--- config.mk ---
export PLATFORM = sky130hd
export DESIGN_NAME = imm_enc
export DESIGN_NICKNAME = d
export VERILOG_FILES = /design/src/rtl/imm_enc_pkg.sv /design/src/rtl/imm_enc_pack.sv /design/src/rtl/imm_enc.sv
export SDC_FILE = /design/constraint.sdc
export NUM_CORES = 1
export LEC_CHECK = 0
export BUFFER_PORTS_ARGS = -buffer_cell sky130_fd_sc_hd__buf_2
export CAP_MARGIN = 20
export CORE_MARGIN = 3
export CORE_UTILIZATION = 56
export DETAILED_ROUTE_END_ITERATION = 10
export PLACE_DENSITY = 0.86
export SKIP_LAST_GASP = 1
export SLEW_MARGIN = 5
export SYNTH_ARGS = -nofsm -noshare
export SYNTH_HDL_FRONTEND = slang
export SYNTH_HIERARCHICAL = 1
export SYNTH_SLANG_ARGS = --single-unit
export TNS_END_PERCENT = 50
--- constraint.sdc ---
create_clock -name i_clk -period 4.9 [get_ports i_clk]
set_input_delay 0.245 -clock i_clk [delete_from_list [all_inputs] [get_ports i_clk]]
set_output_delay 0.245 -clock i_clk [all_outputs]
set_load 0.01 [all_outputs]
--- src/rtl/imm_enc_pkg.sv ---
// Shared constants for the immediate encoder: format selects, opcodes, FSM states.
// Latency: n/a (package only).
// Backpressure: n/a (package only).
//
// Contents:
//   INS_WIDTH, IMM_SEL        instruction width and format-select width
//   IMM_I..IMM_J              format select codes; other codes mean "no immediate"
//   OP_IMM, OP_LUI, F3_ADDI   opcode/funct3 constants used by constant-load expansion
//   state_t                   output FSM state encoding
//   sign_fits()               two's-complement range helper
package imm_enc_pkg;

    localparam int INS_WIDTH = 32;
    localparam int IMM_SEL   = 3;

    localparam logic [IMM_SEL-1:0] IMM_I = 3'd0;
    localparam logic [IMM_SEL-1:0] IMM_S = 3'd1;
    localparam logic [IMM_SEL-1:0] IMM_B = 3'd2;
    localparam logic [IMM_SEL-1:0] IMM_U = 3'd3;
    localparam logic [IMM_SEL-1:0] IMM_J = 3'd4;

    localparam logic [6:0] OP_IMM  = 7'b0010011;
    localparam logic [6:0] OP_LUI  = 7'b0110111;
    localparam logic [2:0] F3_ADDI = 3'b000;

    // IDLE: output register empty.
    // BEAT: output register holds the final beat of a request.
    // BEAT_HI: output register holds a LUI, its ADDI still pending.
    typedef enum logic [1:0] {
        ST_IDLE    = 2'd0,
        ST_BEAT    = 2'd1,
        ST_BEAT_HI = 2'd2
    } state_t;

    // True when v is representable as an n-bit signed value, i.e. bits
    // [31:n-1] are all copies of the sign bit. n is always a constant at
    // the call sites, so this folds to a simple all-zero/all-one compare.
    function automatic logic sign_fits(input logic [31:0] v, input int unsigned n);
        logic [31:0] upper;
        upper = 32'($signed(v) >>> (n - 1));
        return (upper == 32'h0000_0000) || (upper == 32'hFFFF_FFFF);
    endfunction

endpackage

--- src/rtl/imm_enc_pack.sv ---
// Combinational scatter of a 32-bit immediate into RISC-V I/S/B/U/J positions.
// Latency: 0 cycles (pure combinational).
// Backpressure: none; caller registers the result.
//
// Ports:
//   base   instruction with immediate bits zero; result is base OR field bits
//   sel    format select (IMM_I..IMM_J); other codes return base unchanged
//   imm    immediate; bits outside the selected field are discarded
//   instr  encoded instruction
//   err    immediate does not fit the selected field (only when
//          IMM_ENC_RANGE_CHK_EN is defined; otherwise tied to 0)
module imm_pack
    import imm_enc_pkg::*;
(
    input  logic [INS_WIDTH-1:0] base,
    input  logic [IMM_SEL-1:0]   sel,
    input  logic [31:0]          imm,
    output logic [INS_WIDTH-1:0] instr,
    output logic                 err
);

    logic [INS_WIDTH-1:0] fld;

    always_comb begin
        fld = '0;
        case (sel)
            IMM_I: begin
                fld[31:20] = imm[11:0];
            end
            IMM_S: begin
                fld[31:25] = imm[11:5];
                fld[11:7]  = imm[4:0];
            end
            IMM_B: begin
                fld[31]    = imm[12];
                fld[7]     = imm[11];
                fld[30:25] = imm[10:5];
                fld[11:8]  = imm[4:1];
            end
            IMM_U: begin
                fld[31:12] = imm[31:12];
            end
            IMM_J: begin
                fld[31]    = imm[20];
                fld[19:12] = imm[19:12];
                fld[20]    = imm[11];
                fld[30:21] = imm[10:1];
            end
            default: begin
                fld = '0;
            end
        endcase
    end

    assign instr = base | fld;

`ifdef IMM_ENC_RANGE_CHK_EN
    // The instruction is emitted regardless; err only flags truncation.
    logic err_c;

    always_comb begin
        err_c = 1'b0;
        case (sel)
            IMM_I, IMM_S: err_c = !sign_fits(imm, 12);
            IMM_B:        err_c = !sign_fits(imm, 13) || imm[0];
            IMM_J:        err_c = !sign_fits(imm, 21) || imm[0];
            IMM_U:        err_c = (imm[11:0] != 12'h000);
            default:      err_c = 1'b0;
        endcase
    end

    assign err = err_c;
`else
    assign err = 1'b0;
`endif

endmodule

--- src/rtl/imm_enc.sv ---
// Immediate encoder / constant-load expander, one instruction per output beat.
// Latency: 1 cycle accept->o_valid; second LI beat follows the cycle after beat 1 is taken.
// Backpressure: o_instr/o_last/o_err hold while o_valid && !i_ready; o_ready low while a LUI waits.
//
// Optional feature macro: IMM_ENC_RANGE_CHK_EN (range flag on o_err; tied 0 otherwise).
//
// Ports:
//   i_clk, i_rst_n        clock, synchronous active-low reset
//   i_valid / o_ready     request handshake (accept = i_valid && o_ready)
//   i_imm_sel, i_li       format select; i_li selects constant-load expansion instead
//   i_base, i_imm         base instruction (LI uses only rd = [11:7]) and immediate
//   o_valid / i_ready     output beat handshake
//   o_instr, o_last,o_err encoded instruction, final-beat marker, range flag
module imm_enc
    import imm_enc_pkg::*;
(
    input  logic                 i_clk,
    input  logic                 i_rst_n,
    input  logic                 i_valid,
    output logic                 o_ready,
    input  logic [IMM_SEL-1:0]   i_imm_sel,
    input  logic                 i_li,
    input  logic [INS_WIDTH-1:0] i_base,
    input  logic [31:0]          i_imm,
    output logic                 o_valid,
    input  logic                 i_ready,
    output logic [INS_WIDTH-1:0] o_instr,
    output logic                 o_last,
    output logic                 o_err
);

    state_t state_q, state_d;

    // Pending ADDI of a two-beat constant load.
    logic [4:0]  rd_q;
    logic [11:0] lo_q;

    logic [INS_WIDTH-1:0] instr_q;
    logic                 last_q;
    logic                 err_q;

    // Constant-load decode of the incoming request.
    logic [4:0]  rd_in;
    logic        li_fits;
    logic [19:0] li_hi;
    logic        li_two;

    assign rd_in   = i_base[11:7];
    assign li_fits = sign_fits(i_imm, 12);
    // ADDI sign-extends its 12-bit immediate, so LUI must pre-compensate
    // by one when bit 11 is set. Wraps mod 2^20 by construction.
    assign li_hi   = i_imm[31:12] + {19'd0, i_imm[11]};
    assign li_two  = !li_fits && (i_imm[11:0] != 12'h000);

    // Single packer shared by every beat type. In BEAT_HI no request can be
    // accepted (o_ready is 0), so the packer is free to build the pending ADDI.
    logic [INS_WIDTH-1:0] pk_base;
    logic [IMM_SEL-1:0]   pk_sel;
    logic [31:0]          pk_imm;
    logic                 pk_li;
    logic [INS_WIDTH-1:0] pk_instr;
    logic                 pk_err;

    always_comb begin
        pk_base = i_base;
        pk_sel  = i_imm_sel;
        pk_imm  = i_imm;
        pk_li   = 1'b0;
        if (state_q == ST_BEAT_HI) begin
            // ADDI rd, rd, lo
            pk_base = {12'd0, rd_q, F3_ADDI, rd_q, OP_IMM};
            pk_sel  = IMM_I;
            pk_imm  = {20'd0, lo_q};
            pk_li   = 1'b1;
        end else if (i_li) begin
            pk_li = 1'b1;
            if (li_fits) begin
                // ADDI rd, x0, imm
                pk_base = {12'd0, 5'd0, F3_ADDI, rd_in, OP_IMM};
                pk_sel  = IMM_I;
                pk_imm  = i_imm;
            end else begin
                // LUI rd, hi
                pk_base = {20'd0, rd_in, OP_LUI};
                pk_sel  = IMM_U;
                pk_imm  = {li_hi, 12'd0};
            end
        end
    end

    imm_pack u_pack (
        .base  (pk_base),
        .sel   (pk_sel),
        .imm   (pk_imm),
        .instr (pk_instr),
        .err   (pk_err)
    );

    // Handshake. o_ready depends only on state and i_ready.
    logic accept;

    assign o_ready = (state_q == ST_IDLE) || ((state_q == ST_BEAT) && i_ready);
    assign accept  = i_valid && o_ready;

    logic load_out;
    logic load_pend;
    logic last_d;
    logic err_d;

    // Constant-load beats are always in range by construction.
    assign err_d = pk_err && !pk_li;

    always_comb begin
        state_d   = state_q;
        load_out  = 1'b0;
        load_pend = 1'b0;
        last_d    = 1'b1;
        case (state_q)
            ST_IDLE, ST_BEAT: begin
                if (accept) begin
                    // A new accept in BEAT overwrites the beat being handed
                    // off this same cycle, keeping o_valid high.
                    load_out = 1'b1;
                    if (i_li && li_two) begin
                        state_d   = ST_BEAT_HI;
                        last_d    = 1'b0;
                        load_pend = 1'b1;
                    end else begin
                        state_d = ST_BEAT;
                    end
                end else if ((state_q == ST_BEAT) && i_ready) begin
                    state_d = ST_IDLE;
                end
            end
            ST_BEAT_HI: begin
                if (i_ready) begin
                    load_out = 1'b1;
                    state_d  = ST_BEAT;
                end
            end
            default: begin
                state_d = ST_IDLE;
            end
        endcase
    end

    always_ff @(posedge i_clk) begin
        if (!i_rst_n) begin
            state_q <= ST_IDLE;
            instr_q <= '0;
            last_q  <= 1'b0;
            err_q   <= 1'b0;
            rd_q    <= 5'd0;
            lo_q    <= 12'd0;
        end else begin
            state_q <= state_d;
            if (load_out) begin
                instr_q <= pk_instr;
                last_q  <= last_d;
                err_q   <= err_d;
            end
            if (load_pend) begin
                rd_q <= rd_in;
                lo_q <= i_imm[11:0];
            end
        end
    end

    assign o_valid = (state_q != ST_IDLE);
    assign o_instr = instr_q;
    assign o_last  = last_q;
    assign o_err   = err_q;

endmodule

==> metrics, run 1 <==
critical path class=in2reg; antenna violations before repair=0; Final Non-Filler Cells=about 670; worst rel slew slack=0.4276; fraction of layout cells with a size suffix above 1=0.2375; TritonCTS buffer count=5; count of cells resized by post-cts repair=0; Die ar.=0.007448 mm²; most frequently used flop master after synthesis=sky130_fd_sc_hd__dfxtp_1; RSZ-0062 raised after global routing=no; Placed Instance Area=0.004043 mm²; Detail Placement HPWL=slightly above 8000 µm; Worst Slack Setup Final=2.128 ns; largest net degree at the start of global routing=71; count of state elements after synthesis=53; Async SR Flop Fraction=0; root cell of the clock tree=sky130_fd_sc_hd__clkbuf_8; Routed WL per cell=roughly 17 µm; most frequently used cell type in the post-synthesis netlist=sky130_fd_sc_hd__nand2_1; vertical die dimension=86.30 µm; Mapped Avg Cell Area=6.931 µm²; Arrival @ worst endpoint=3.00 ns; gr ovfl total=0; vias after detailed routing=4027; last weighted congestion value of the routability-driven placer=0.9494; Max Slew Vio Count=0; Post-Layout Inst Area=~0.0042 mm²; Num Clock Sinks=between 50 and 60; adder-cell share of the synthesized area=0.01040; crit start category=primary input; post-layout minimum cycle time=between 2 and 3 ns; global-route wire length before repair=approximately 18000 µm; DRC violation count after routing=0; total negative slack for setup checks=0 ns; simple-gate area share of the yosys netlist=0.3531; beginning of the worst hold path=i_base[9]; clock latency on the worst-skew pair=0.31 ns; total instance count after detailed placement=662; placeable core area=~0.0061 mm²; register clock-pin slew on the reported worst setup and hold paths=~0.10 ns; Critical Path Fanout Max=12; number of filler instances in the final layout=558; Commonest cells post-synth=153 x sky130_fd_sc_hd__nand2_1, 53 x sky130_fd_sc_hd__dfxtp_1, 33 x sky130_fd_sc_hd__a21boi_0, 29 x sky130_fd_sc_hd__clkbuf_1, 25 x sky130_fd_sc_hd__nand3_1; crit path capture type=register; global-route usage over all layers=0.2934; top cells by area in the synthesized netlist=sky130_fd_sc_hd__dfxtp_1 29%, sky130_fd_sc_hd__nand2_1 16%, sky130_fd_sc_hd__a21boi_0 6.9%; areal power density over the cells=248.7 mW/mm²; final total power=1045 µW; cell type with the largest total area after synthesis=sky130_fd_sc_hd__dfxtp_1; hold buffer count at CTS=0; number of I/O pins=between 100 and 150; first drt pass iteration count=5; number of levels the H-tree was split into=2; setup fix buffers added after clock tree synthesis=0; actual slew at the worst max-slew pin=0.8520 ns; # setup viols final=0; timing-limited maximum frequency=approximately 360 MHz; post-route antenna net violation count=0; sequential standard cell area=~0.0011 mm²; pre-CTS setup slack=1.857 ns; die width=86.30 µm; effective utilization at floorplan=0.5924; share of the clock period used by the worst path after layout=0.5657; Yosys cell types=53; origin of the critical flop-to-flop path=state_q[1]; vias in the first global route=3716; overall routed net length=11120 µm; Max Buffers Root-to-Sink=2; Mapped Cells=521; static leakage=roughly 0.0020 µW; dominant combinational cell family by area after synthesis=simple AND/OR/NAND/NOR gates; syn nets=596; final setup skew=0.008808 ns; number of synthesized flops with an enable pin=0; Yosys warnings=6; Final nets=672; initial drt markers=270; worst endpoint required time=approximately 5 ns; post-synthesis share of cell area spent on xor and xnor gates=0.007277; number of endpoints with negative hold slack in the final report=0; compound-gate portion of the synthesized area=0.2585; area occupied by multi-input gates=0.002292 mm²; Maximum Capacitance Violations=0; total standard cell area after synthesis=0.003611 mm²; highest ir drop seen on vdd=approximately 0.00018 V; path type of the worst min-delay path=in2reg; port buffer count=107; clock tree from TritonCTS=built; via count normalized by instance count=5.984; Inserted Diodes=0; sequential share of the synthesized area=0.2938; count of standard-cell rows=28; beginning of the critical path=i_imm[11]; area growth from synthesis to layout=16.35%; mux cell area share after synthesis=0.002772; share of Yosys cell area claimed by the top area cell type=0.2938; status=completed
critical path, cell delays in order:
cell                       delay (ns)
sky130_fd_sc_hd__buf_2           0.13
sky130_fd_sc_hd__inv_1           0.09
sky130_fd_sc_hd__ha_1            0.15
sky130_fd_sc_hd__nor4b_1         0.26
sky130_fd_sc_hd__nand2_1         0.10
sky130_fd_sc_hd__or2_2           0.31
sky130_fd_sc_hd__a21oi_1         0.13
sky130_fd_sc_hd__nor2_1          0.10
sky130_fd_sc_hd__o21a_1          0.28
sky130_fd_sc_hd__o21ai_0         0.61
sky130_fd_sc_hd__a221o_2         0.31
sky130_fd_sc_hd__nand2_1         0.06
sky130_fd_sc_hd__a21boi_0        0.21
flip-flops by register name, summed over array words and instances, names as in the netlist:
name     flops
o_instr     32
lo_q        12
rd_q         5
state_q      2
o_err        1
o_last       1
cells in the final DEF, fill, tap and decap left out, drive strengths merged, types with 7 or more instances in the layout:
master	instances
nand2	153
buf	115
dfxtp	53
o21ai	35
a21boi	33
nand3	25
and3	22
nor2	22
a21oi	19
a21o	15
nor4	10
or3	7
nand2b	7
layout make-up:
| type | instances | share of cell area |
|---|---|---|
| multi-input combinational | 416 | 0.5456 |
| sequential | 53 | 0.2525 |
| timing repair buffer | 115 | 0.1513 |
| tap | 75 | 0.02233 |
| clock buffer | 6 | 0.01965 |
| inverter | 6 | 0.005360 |
| clock inverter | 2 | 0.003276 |
logic make-up (layout without fill, tap and decap cells):
group	Yosys count	in the layout
adders and majority gates	3	3
DFF	53	53
muxes	1	1
other	1	1
xor gates and xnor gates	3	3
AOI/OAI and AO/OA	137	137
and+or+nand+nor	271	271
buffers and inverters	52	129
metal layers:
layer	GRT usage	up-vias	part of all wire	routed length, µm
met3	0.03992	25	0.086	952
met1	0.3999	1844	0.42	4678
li1	-	1960	-	-
met5	0	-	0	0
met2	0.4821	198	0.46	5156
met4	0.09207	0	0.030	336
power breakdown:
group / leakage, µW / internal, µW / total [µW] / switching, µW
Sequential: 0.000434 / 462 / 478 / 16.4
Combinational: 0.00151 / 122 / 303 / 181
Clock: 0.0000512 / 115 / 264 / 149
stage by stage:
step / hold WS [ns] / util
floorplan: 0.3849 / -
global placement: 0.4517 / 0.6632
detailed placement: 0.4586 / 0.6632
CTS: 0.1766 / 0.6790
global route: 0.1901 / 0.6892
finish: 0.1844 / 0.6892
worst paths after layout:
path	to	slack (ns)	depth (start not counted)
max reg2reg	o_instr[28]	2.16	9
min	rd_q[2]	0.18	3
min reg2reg	o_instr[21]	0.46	2
max	o_instr[28]	2.13	13
(Power assumes the default switching activity.)
==> run 2: changes to the inputs <==
--- a/config.mk
+++ b/config.mk
@@ -8,9 +8,9 @@
 export BUFFER_PORTS_ARGS = -buffer_cell sky130_fd_sc_hd__buf_2
 export CAP_MARGIN = 20
 export CORE_MARGIN = 3
-export CORE_UTILIZATION = 56
+export CORE_UTILIZATION = 47
 export DETAILED_ROUTE_END_ITERATION = 10
-export PLACE_DENSITY = 0.86
+export PLACE_DENSITY = 0.77
 export SKIP_LAST_GASP = 1
 export SLEW_MARGIN = 5
 export SYNTH_ARGS = -nofsm -noshare
==> constraint.sdc (replaced) <==
create_clock -name i_clk -period 2.5 [get_ports i_clk]
set_input_delay 0.125 -clock i_clk [delete_from_list [all_inputs] [get_ports i_clk]]
set_output_delay 0.125 -clock i_clk [all_outputs]
set_load 0.01 [all_outputs]
==> metrics, run 2 (synthesized netlist as in run 1, its figures left out) <==
status=completed; number of filler instances in the final layout=710; hold buffer count at CTS=0; vertical die dimension=93.65 µm; count of standard-cell rows=31; effective utilization at floorplan=0.4900; wire length on met1=between 5000 and 6000 µm; number of I/O pins=108; total instance count after detailed placement=between 700 and 800; Final nets=704; share of the clock period used by the worst path after layout=0.9286; worst rel slew slack=0.6369; critical path class=in2reg; antenna violations before repair=0; vias in the first global route=roughly 3800; register clock-pin slew on the reported worst setup and hold paths=0.11 ns; setup fix buffers added after clock tree synthesis=0; global-route usage over all layers=0.2707; timing-limited maximum frequency=430.8 MHz; met3 WL post-DR=1050 µm; top library cells by usage in the layout, fill and taps aside=153 x sky130_fd_sc_hd__nand2_1, 107 x sky130_fd_sc_hd__buf_2, 53 x sky130_fd_sc_hd__dfxtp_1; worst reg2reg path depth=11; static leakage=between 0.002 and 0.0025 µW; Arrival @ worst endpoint=about 2.6 ns; gr ovfl total=0; combinational share of power=0.289; vias after detailed routing=4169; part of the power in the clock network=0.279; worst hold path depth=3; area occupied by multi-input gates=0.002297 mm²; overall routed net length=12010 µm; final total power=2176 µW; uppermost metal layer occupied by signal nets=met4; total met2 wirelength after detailed routing=5582 µm; last weighted congestion value of the routability-driven placer=approximately 0.91; Max Buffers Root-to-Sink=2; fraction of layout cells with a size suffix above 1=0.2794; Inserted Diodes=0; final core utilization=0.6063; Routed WL per cell=16.48 µm; number of endpoints with negative hold slack in the final report=0; placeable core area=around 0.0074 mm²; flip-flop count of the largest register, all copies and words added=32; clock tree from TritonCTS=built; Die ar.=between 0.008 and 0.009 mm²; Critical Path Fanout Max=6; global-route wire length before repair=18970 µm; cell-internal power=1473 µW; post-layout minimum cycle time=2.321 ns; Psw=703.4 µW; area growth from synthesis to layout=23.74%; first drt pass iteration count=5; post-route antenna net violation count=0; path type of the worst min-delay path=in2reg; Max Slew Vio Count=0; via count normalized by instance count=5.719; sequential standard cell area=0.001061 mm²; Num Clock Sinks=53; port buffer count=107; number of levels the H-tree was split into=2; largest net degree at the start of global routing=46; initial drt markers=353; crit start category=primary input; worst endpoint required time=around 2.7 ns; die width=93.65 µm; Final Non-Filler Cells=729; # setup viols final=0; RSZ-0062 raised after global routing=yes; actual slew at the worst max-slew pin=0.5446 ns; highest ir drop seen on vdd=0.0003561 V; clock latency on the worst-skew pair=0.32 ns; TritonCTS buffer count=5; areal power density over the cells=487.0 mW/mm²; Detail Placement HPWL=9099 µm; crit path capture type=register; final setup skew=between 0.015 and 0.02 ns; total negative slack for setup checks=0 ns; most common library cell in the layout ignoring fill and taps=sky130_fd_sc_hd__nand2_1; DRC violation count after routing=0; root cell of the clock tree=sky130_fd_sc_hd__clkbuf_8; Maximum Capacitance Violations=0; proportion of power drawn by flip-flops and latches=0.432; Sw Share=0.3233
run 2: changes by cell type in the layout (fill, tap and decap cells not counted), sizes merged:
cell,before,now
clkinv,2,1
clkinvlp,0,1
buf,115,147
bufinv,0,1
clkbuf,6,5
run 2: power groups by stage:
stage                     Combinational [µW]  Clock, µW  Sequential (µW)
after floorplan                          355          0              972
after global placement                   605          0              956
after detailed placement                 614          0              958
after CTS                                617        613              939
after global routing                     693        643              945
final                                    630        607              939
run 2: metrics by stage:
step	hold slack, ns	area, µm²	worst slack [ns]
after detailed placement	0.3900	4348	-0.1187
after CTS	0.06412	4463	0.1867
after global routing	0.07109	4468	-0.01841
after floorplan	0.2649	3611	0.1482
final	0.06949	4468	0.1785
after global placement	0.3894	4348	-0.06515
run 2: final cells by class:
cell class,instances,area share
multi-input combinational,416,0.5141
clock buffer,5,0.01540
tap,99,0.02772
clock inverter,3,0.01036
timing repair buffer,147,0.1899
inverter,6,0.005041
sequential,53,0.2375
run 2: routing by layer:
metal  track usage  vias up
met2        0.4294      215
met5             0        -
met4        0.1047        0
met1        0.3694     1911
met3       0.04247       25
li1              -     2018
run 2: path summary, 6_finish.rpt:
| path | from | end | slack, ns |
|---|---|---|---|
| max | i_imm[11] | o_instr[31] | 0.18 |
| min | i_base[10] | rd_q[3] | 0.07 |
| max reg2reg | state_q[1] | o_instr[31] | 0.32 |
| min reg2reg | o_instr[24] | o_instr[24] | 0.47 |
run 2: what timing repair did:
| action | CTS | global route |
|---|---|---|
| gates resized for setup | 0 | 2 |
| hold endpoints to repair | 0 | 0 |
| setup endpoints to repair | 0 | 9 |
run 2: critical path, cell delays in order:
cell and delay [ns]:
sky130_fd_sc_hd__buf_2 0.11, sky130_fd_sc_hd__inv_1 0.07, sky130_fd_sc_hd__ha_1 0.19, sky130_fd_sc_hd__nor4b_1 0.25, sky130_fd_sc_hd__nand2_1 0.10, sky130_fd_sc_hd__or2_2 0.33
sky130_fd_sc_hd__a21oi_1 0.14, sky130_fd_sc_hd__nor2_1 0.10, sky130_fd_sc_hd__o21a_1 0.19, sky130_fd_sc_hd__buf_4 0.18, sky130_fd_sc_hd__buf_4 0.13, sky130_fd_sc_hd__nor2b_1 0.10
sky130_fd_sc_hd__a21oi_1 0.06, sky130_fd_sc_hd__o21ai_0 0.23, sky130_fd_sc_hd__nand2_1 0.07, sky130_fd_sc_hd__a21boi_0 0.19
==> run 3: changes to the inputs <==
--- a/config.mk
+++ b/config.mk
@@ -8,9 +8,8 @@
 export BUFFER_PORTS_ARGS = -buffer_cell sky130_fd_sc_hd__buf_2
 export CAP_MARGIN = 20
 export CORE_MARGIN = 3
-export CORE_UTILIZATION = 47
+export CORE_UTILIZATION = 30
 export DETAILED_ROUTE_END_ITERATION = 10
-export PLACE_DENSITY = 0.77
 export SKIP_LAST_GASP = 1
 export SLEW_MARGIN = 5
 export SYNTH_ARGS = -nofsm -noshare
==> constraint.sdc (replaced) <==
create_clock -name i_clk -period 2.5 [get_ports i_clk]
set_input_delay 0.125 -clock i_clk [delete_from_list [all_inputs] [get_ports i_clk]]
set_output_delay 0.125 -clock i_clk [all_outputs]
set_load 0.02 [all_outputs]
==> metrics, run 3 (synthesized netlist as in run 1, its figures left out) <==
status=completed; setup fix buffers added after clock tree synthesis=0; effective utilization at floorplan=0.3109; post-route antenna net violation count=0; hold buffer count at CTS=0; die width=115.7 µm; most frequent cell on the critical path=sky130_fd_sc_hd__nand2_1; Routed WL per cell=16.89 µm; family of cells with the greatest summed delay on the critical path=simple AND/OR/NAND/NOR gates; antenna violations before repair=0; origin of the critical flop-to-flop path=state_q[0]; top library cells by usage in the layout, fill and taps aside=153 x sky130_fd_sc_hd__nand2_1, 107 x sky130_fd_sc_hd__buf_2, 53 x sky130_fd_sc_hd__dfxtp_1; Num Clock Sinks=53; post-layout minimum cycle time=roughly 2.3 ns; vias after detailed routing=between 4000 and 5000; final setup skew=0.005864 ns; path type of the worst min-delay path=in2reg; clock latency on the worst-skew pair=roughly 0.29 ns; register clock-pin slew on the reported worst setup and hold paths=0.07 ns; initial drt markers=roughly 310; number of endpoints with negative hold slack in the final report=0; Maximum Capacitance Violations=0; RSZ-0062 raised after global routing=yes; clock tree from TritonCTS=built; Critical Path Fanout Max=7; # setup viols final=0; critical path depth in cells=14; gr ovfl total=0; via count normalized by instance count=5.271; worst endpoint required time=roughly 2.7 ns; highest ir drop seen on vdd=0.0002670 V; largest net degree at the start of global routing=42; worst-path cell chain=buf_2 -> inv_1 -> ha_1 -> nor4b_1 -> nand2_1 -> or2_2 -> a21oi_1 -> nor2_1 -> o21a_1 -> and3b_1 -> buf_4 -> a221o_2 -> nand2_1 -> a21boi_0; worst setup path endpoint=o_instr[25]; Final nets=approximately 700; proportion of power drawn by flip-flops and latches=0.413; global-route usage over all layers=0.1877; worst reg2reg path depth=8; reg2reg setup slack=0.39 ns; WP buf/inv=3; endpoint of the lowest-slack register-to-register path=o_instr[25]; flip-flop count of the largest register, all copies and words added=32; slowest library cell on the worst path=sky130_fd_sc_hd__a221o_2; number of levels the H-tree was split into=2; timing-limited maximum frequency=432.0 MHz; port buffer count=107; cell-internal power=1539 µW; actual slew at the worst max-slew pin=a little over 0.7 ns; Die ar.=approximately 0.013 mm²; Sw Share=0.3256; vertical die dimension=between 100 and 150 µm; area growth from synthesis to layout=24.84%; placeable core area=0.01161 mm²; Max Buffers Root-to-Sink=2; crit start category=primary input; crit path capture type=register; beginning of the worst hold path=i_base[9]; TritonCTS buffer count=5; Psw=742.9 µW; areal power density over the cells=506.2 mW/mm²; root cell of the clock tree=sky130_fd_sc_hd__clkbuf_16; critical path class=in2reg; Max Slew Vio Count=0; Inserted Diodes=0; vias in the first global route=3792; part of the power in the clock network=0.297; worst hold slack after final layout=0.09626 ns; most common library cell in the layout ignoring fill and taps=sky130_fd_sc_hd__nand2_1; first drt pass iteration count=5; DRC violation count after routing=0; number of I/O pins=108; fraction of layout cells with a size suffix above 1=0.2688; overall routed net length=12970 µm; combinational share of power=0.290; count of standard-cell rows=39; final core utilization=0.3882; Worst path max stage delay=about 0.36 ns; number of filler instances in the final layout=1281; Detail Placement HPWL=10010 µm; global-route wire length before repair=19720 µm; worst rel slew slack=0.5203; beginning of the critical path=i_imm[11]; Arrival @ worst endpoint=2.49 ns; share of the clock period used by the worst path after layout=0.9259; static leakage=approximately 0.0021 µW; last weighted congestion value of the routability-driven placer=slightly below 0.9
## run 3: worst min-delay path by stage
| stage | slack (ns) | to | cells past startpoint |
|---|---|---|---|
| detailed placement | 0.40 | rd_q[2] | 3 |
| CTS | 0.09 | rd_q[2] | 3 |
| finish | 0.1 | rd_q[2] | 3 |
| global route | 0.12 | rd_q[0] | 3 |
| global placement | 0.39 | rd_q[3] | 3 |
| floorplan | 0.26 | lo_q[0] | 2 |
## run 3: stage by stage
stage	std cells	total power, µW	area, µm²	setup TNS, ns	setup slack [ns]
2_1_floorplan	521	1363	3611	0	0.1482
5_1_grt	768	2399	4508	-0.01164	-0.01164
3_5_place_dp	760	1616	4365	-0.4092	-0.06009
3_3_place_gp	760	1608	4365	0	0.03023
6_report	768	2282	4508	0	0.1853
4_1_cts	768	2300	4506	0	0.2169
## run 3: timing repair
item	in CTS	in global routing
setup endpoints to repair	0	4
endpoints found under the hold margin	0	0
resized for setup	0	1
## run 3: cell type report
| type | count | area, µm² | share of cell area |
|---|---|---|---|
| well taps | 143 | 178.9 | 0.03969 |
| clock inverters | 1 | 7.507 | 0.001665 |
| flip-flops and latches | 53 | 1061 | 0.2354 |
| clock buffers | 7 | 132.6 | 0.02942 |
| inverters | 6 | 22.52 | 0.004996 |
| repair buffers | 142 | 810.8 | 0.1799 |
| multi-input cells | 416 | 2295 | 0.5090 |
## run 3: worst min-delay path, cell delays in order
cell,delay (ns)
sky130_fd_sc_hd__buf_2,0.11
sky130_fd_sc_hd__nand2_1,0.05
sky130_fd_sc_hd__o21ai_0,0.06
## run 3: power by group through the flow
stage / combinational [µW] / sequential [µW] / clock, µW
floorplan: 357 / 1010 / 0
global placement: 649 / 959 / 0
detailed placement: 656 / 960 / 0
CTS: 659 / 942 / 699
global route: 728 / 948 / 723
finish: 662 / 942 / 678
## run 3: routing by layer
metal,routed length [µm],GRT usage
met1,6047,0.2540
met2,5714,0.3017
met3,796,0.03238
met4,408,0.06729
met5,0,0
